<file path="src/rtl/jk_ff_bank.sv">
// jk_ff_bank: bank of WIDTH configurable JK/T/D/SR flip-flops with sticky SR-error flag and optional flip counter
// Ports: clk rising-edge clock; rst async active-low reset; clr sync clear; en update enable;
//        mode 00 JK / 01 T / 10 D / 11 SR; j J/T/D/S operand; k K/R operand;
//        q registered state; qbar ~q; flip_cnt saturating bit-flip count; sr_err sticky illegal-SR flag.
// Define JK_FF_BANK_FLIP_CNT_EN to build the flip counter; otherwise flip_cnt is tied to 0.
module jk_ff_bank #(
  parameter int WIDTH = 8,
  parameter int CNT_W = 16
) (
  input  logic             clk,
  input  logic             rst,
  input  logic             clr,
  input  logic             en,
  input  logic [1:0]       mode,
  input  logic [WIDTH-1:0] j,
  input  logic [WIDTH-1:0] k,
  output logic [WIDTH-1:0] q,
  output logic [WIDTH-1:0] qbar,
  output logic [CNT_W-1:0] flip_cnt,
  output logic             sr_err
);
  logic [WIDTH-1:0] q_nxt;
  // SR treats S=R=1 as hold; the violation is only reported through sr_err
  always_comb
    q_nxt = mode == 2'b00 ? (j & ~q) | (~k & q)
          : mode == 2'b01 ? q ^ j
          : mode == 2'b10 ? j
          :                 (j & ~k) | (q & ~(~j & k));
  always_ff @(posedge clk or negedge rst)
    if (!rst) begin
      q      <= '0;
      sr_err <= 1'b0;
    end else if (clr) begin
      q      <= '0;
      sr_err <= 1'b0;
    end else if (en) begin
      q <= q_nxt;
      if (mode == 2'b11 && |(j & k)) sr_err <= 1'b1;
    end
  assign qbar = ~q;
`ifdef JK_FF_BANK_FLIP_CNT_EN
  // sum is wide enough to hold max count plus WIDTH flips without overflow
  localparam int SW = (CNT_W > 6 ? CNT_W : 6) + 1;
  logic [WIDTH-1:0] d;
  logic [SW-1:0]    flips;
  logic [SW-1:0]    sum;
  always_comb begin
    d     = q ^ q_nxt;
    flips = '0;
    for (int i = 0; i < WIDTH; i++) flips = flips + SW'(d[i]);
    sum   = SW'(flip_cnt) + flips;
  end
  always_ff @(posedge clk or negedge rst)
    if (!rst) flip_cnt <= '0;
    else if (clr) flip_cnt <= '0;
    else if (en) flip_cnt <= |sum[SW-1:CNT_W] ? '1 : sum[CNT_W-1:0];
`else
  assign flip_cnt = '0;
`endif
endmodule

</file>
<file path="config.mk">
export PLATFORM = sky130hd
export DESIGN_NAME = jk_ff_bank
export DESIGN_NICKNAME = d
export VERILOG_FILES = /design/src/rtl/jk_ff_bank.sv
export SDC_FILE = /design/constraint.sdc
export NUM_CORES = 1
export LEC_CHECK = 0
export CAP_MARGIN = 20
export CORE_MARGIN = 3
export CORE_UTILIZATION = 41
export DETAILED_ROUTE_END_ITERATION = 8
export GPL_ROUTABILITY_DRIVEN = 0
export PLACE_DENSITY = 0.87
export SETUP_SLACK_MARGIN = 0.2
export SLEW_MARGIN = 10
export SYNTH_ARGS = -nofsm -noshare
export SYNTH_HDL_FRONTEND = slang
export SYNTH_SLANG_ARGS = --single-unit
</file>
<file path="constraint.sdc">
create_clock -name clk -period 2.02 [get_ports clk]
set_input_delay 0.303 -clock clk [delete_from_list [all_inputs] [get_ports clk]]
set_output_delay 0.303 -clock clk [all_outputs]
set_load 0.01 [all_outputs]
</file>
**Word level (Yosys, flattened, before mapping)**

Index checks and enable logic that the tools add are counted.

- Bits in latches: 0
- Memory bits (writable): 0
- Word-level logic and storage cells: 32
- Flip-flop bits (word level): 9
- Bits of input ports: 22
- Memories: 0
- Bits in read-only memories: 0

- Reductions and logical operators: 6
- Bitwise operators: 13
- Divide/modulo/power cells: 0
- Shifts and indexed selects: 0
- Order comparisons: 0
- Mux-type cells: 8
- Multipliers: 0
- Equality and inequality tests: 3
- $add $sub $neg: 0

Operators by type and width:

| operator | count |
|---|---|
| bitwise AND 8 bit | 6 |
| 2-to-1 mux 8 bit | 5 |
| inverter 8 bit | 4 |
| bitwise OR 8 bit | 2 |
| OR reduction 8 bit | 1 |
| bitwise XOR 8 bit | 1 |
| equality test 2 bit (second input constant) | 2 |
| nonzero test 2 bit | 2 |
| 2-to-1 mux 1 bit | 3 |
| equality test 2 x 1 -> 1 bit (second input constant) | 1 |
| logical NOT 2 bit | 1 |
| AND reduction 2 bit | 1 |
| logical AND 1 bit | 1 |

**Longest topological paths before layout**

- Word-level depth: 10
- Gate-level depth with buffers: 5
- Mapped depth without buffers: 3

**Worst setup path after synthesis**

Ideal clock, no wire load.

- Path kind: input-to-reg
- Start: input en
- End: register q[1]
- Library setup time: 0.132 ns
- Data arrival time: 0.927 ns
- Setup slack: 0.962 ns
- Stages: 5
- Cells stage by stage: nor2b_2 -> buf_4 -> buf_6 -> a31oi_1 -> a21oi_2

- Longest elaborated chain between the ends: 1

Ends and longest elaborated chain:

| element | line | source |
|---|---|---|
| start: declaration | 13 | `input logic en,` |
| nonzero test 2 bit (no line) | - |  |
| end signal: assignment | 37 | `q <= q_nxt;` |
| end: declaration | 17 | `output logic [WIDTH-1:0] q,` |

No other way between the ends.
A chain may end at the register's enable or synchronous reset.

**Worst setup path in the final report**

- Start: register q[0]
- End: output qbar[0]

- Longest elaborated chain between the ends: 1

Ends and longest elaborated chain:

| element | line | source |
|---|---|---|
| inverter 8 bit | 40 | `assign qbar = ~q;` |
| end: declaration | 18 | `output logic [WIDTH-1:0] qbar,` |

No other way between the ends.

==> flow_summary.yaml <==
status:
  status: "complete, no violations"
place:
  place_area_um2: 1280
  dp_hpwl_um: 1860
  placement.io_buffers: 38
  dp_slack_ns: 0.292
  post-place-cells: 174
cells_and_area:
  fin_area_um2: 1310
  nets: 174
  syn_to_final_growth_pct: 36.3
  n_antenna_cell: 0
  nFillCells: 188
  drive_above_1_share: 0.0861
  fin_cells: 178
die:
  core_um2: 2080
  start_util: 0.462
  io_pins: 55
  die-area_um2: 2960
  fp-row-count: 16
  die_x_um: 54.4
  die_h_um: 54.4
sta:
  finalHoldViolCount: 0
  setup_violations: 0
  fin_ws_ns: 0.395
  max_freq_ghz: 0.615
  clock-skew-final_ns: 0
  maxSlewViolCount: 0
  rsz0062_at_grt: "no"
  post-route-period-util: 0.804
  min_period_ns: 1.63
  fin_tns_setup_ns: 0
synthesis:
  synth.distinct_cells: 23
  synth_flop_cell: "dfrtp_1"
  yosysMostFrequentCell: "buf_4"
  netlist_instances: 114
  synth_edf_count: 0
  yosys-top-cells-count: "18 x buf_4, 13 x nand2b_1, 9 x dfrtp_1"
  synth_top_area_cell: "dfrtp_1"
  synth-seq-area-share: 0.234
  ys_seq_elements: 9
  ys_warn_count: 0
  yosys.area.top_type_share: 0.234
  avgSynthCellArea_um2: 8.44
  synthArstFlopShare: 1.00
  yosys-top-cells-area: "dfrtp_1 23%, buf_4 14%, nand2b_1 8.5%"
  synthesis.area_um2: 962
worst_setup_path:
  start_kind: "flop"
  critPathRequiredTime_ns: 1.72
  reg2reg_slack_ns: 1.13
  arrival_ns: 1.32
  endpoint_kind: "output pin"
  crit_path_max_fanout: 4
  r2r_start: "q[5]"
  crit_type: "reg2out"
  rr_worst_depth: 3
  worstReg2RegEnd: "q[5]"
  setup.worst_path.start: "q[0]"
cts:
  cts_setup_buffers: 0
  cts_buffers: 3
  htree_levels: 1
  numClockSinks: 9
  hold_buffers: 0
  cts_resized: 0
  path_clk_slew_ns: 0.08
  clk_latency_ns: 0.27
  cts_tree: "done"
  cts_root_buf: "clkbuf_4"
  cts_buffer_depth: 2
detailed_routing:
  drc: 0
  drtIter0Drc: 22
  wl_um: 2430
  wl_per_cell_um: 13.6
  viasPerCell: 5.13
  ant_nets: 0
  first_pass_iters: 6
  vias: 914
global_routing:
  grt_use_total: 0.182
  grt_pass1_wl_um: 3930
  grt-ovfl-total: 0
  antenna_found_initial: 0
  grt_max_degree: 26
  grt_pass1_vias: 860
power_and_ir_drop:
  pwr-share-clk: 0.273
  p_switching_mw: 0.183
  p_int_mw: 0.366
  comb_power_share: 0.368
  leakagePower_nw: 0.529
  p_per_area_nw_per_um2: 418
  switching_share: 0.333
  ir_drop_uv: 321
  p_seq_frac: 0.358
worst_hold_path:
  hold_class: "in2async"
flow_run:
  cap_violations: 0
==> per-layer routing <==
metal / vias to the layer above / track usage / wire length, um
li1: 446 / - / -
met1: 419 / 0.208 / 926
met2: 47 / 0.337 / 1280
met3: 2 / 0.0545 / 209
met4: 0 / 0.0249 / 15
met5: - / 0 / 0
==> area by class of cell <==
type / count / area, um^2 / share of cell area
multi-input cells: 89 / 592 / 0.451
repair buffers: 41 / 403 / 0.307
flip-flops and latches: 9 / 225 / 0.172
well taps: 27 / 33.8 / 0.0258
inverters: 8 / 30.0 / 0.0229
clock buffers: 3 / 22.5 / 0.0172
clock inverters: 1 / 5.00 / 0.00382
==> worst max-delay path by stage <==
stage / endpoint / slack, ns / cells after the start
2_1_floorplan: q[1] / 0.96 / 5
3_3_place_gp: q[7] / 0.34 / 5
3_5_place_dp: q[7] / 0.29 / 5
4_1_cts: qbar[0] / 0.40 / 2
5_1_grt: qbar[1] / 0.37 / 2
6_report: qbar[0] / 0.39 / 2
==> metrics by stage <==
step / utilization / hold slack [ns] / power [mW]
after floorplan: - / 0.00741 / 0.325
after global placement: 0.617 / 0.560 / 0.394
after detailed placement: 0.617 / 0.572 / 0.402
after CTS: 0.630 / 0.364 / 0.553
after global routing: 0.630 / 0.372 / 0.579
final: 0.630 / 0.341 / 0.549
==> sequential cells by signal, indices dropped and copies added (netlist names) <==
name	flops
sr_err	1
q	8
==> power by group through the flow <==
stage                     Clock [mW]  Combinational, mW  Sequential [mW]
after floorplan                    0              0.123            0.202
after global placement             0              0.195            0.199
after detailed placement           0              0.202            0.200
after CTS                      0.154              0.203            0.197
after global routing           0.160              0.221            0.198
final                          0.150              0.202            0.196
==> logic make-up after synthesis <==
| group | after synthesis | share of synthesized area |
|---|---|---|
| compound gates | 29 | 0.235 |
| simple gates | 36 | 0.234 |
| flops | 9 | 0.234 |
| other cells | 1 | 0.00390 |
| buf+inv | 31 | 0.209 |
| mux | 8 | 0.0832 |
==> cell usage in the layout (no fill, tap or decap), types with 4 or more instances in the layout <==
cell	count
a21oi_1	6
a22oi_1	4
a31oi_1	8
clkdlybuf4s50_1	38
conb_1	16
dfrtp_1	9
inv_1	8
mux2i_1	8
nand2b_1	13
nand3_1	8
nor2b_1	6
o221ai_1	5
==> worst max-delay path, cell delays in order (launching register included) <==
cell,delay [ns]
dfrtp_1,0.42
inv_1,0.08
clkdlybuf4s50_1,0.54
(Power assumes the default switching activity.)
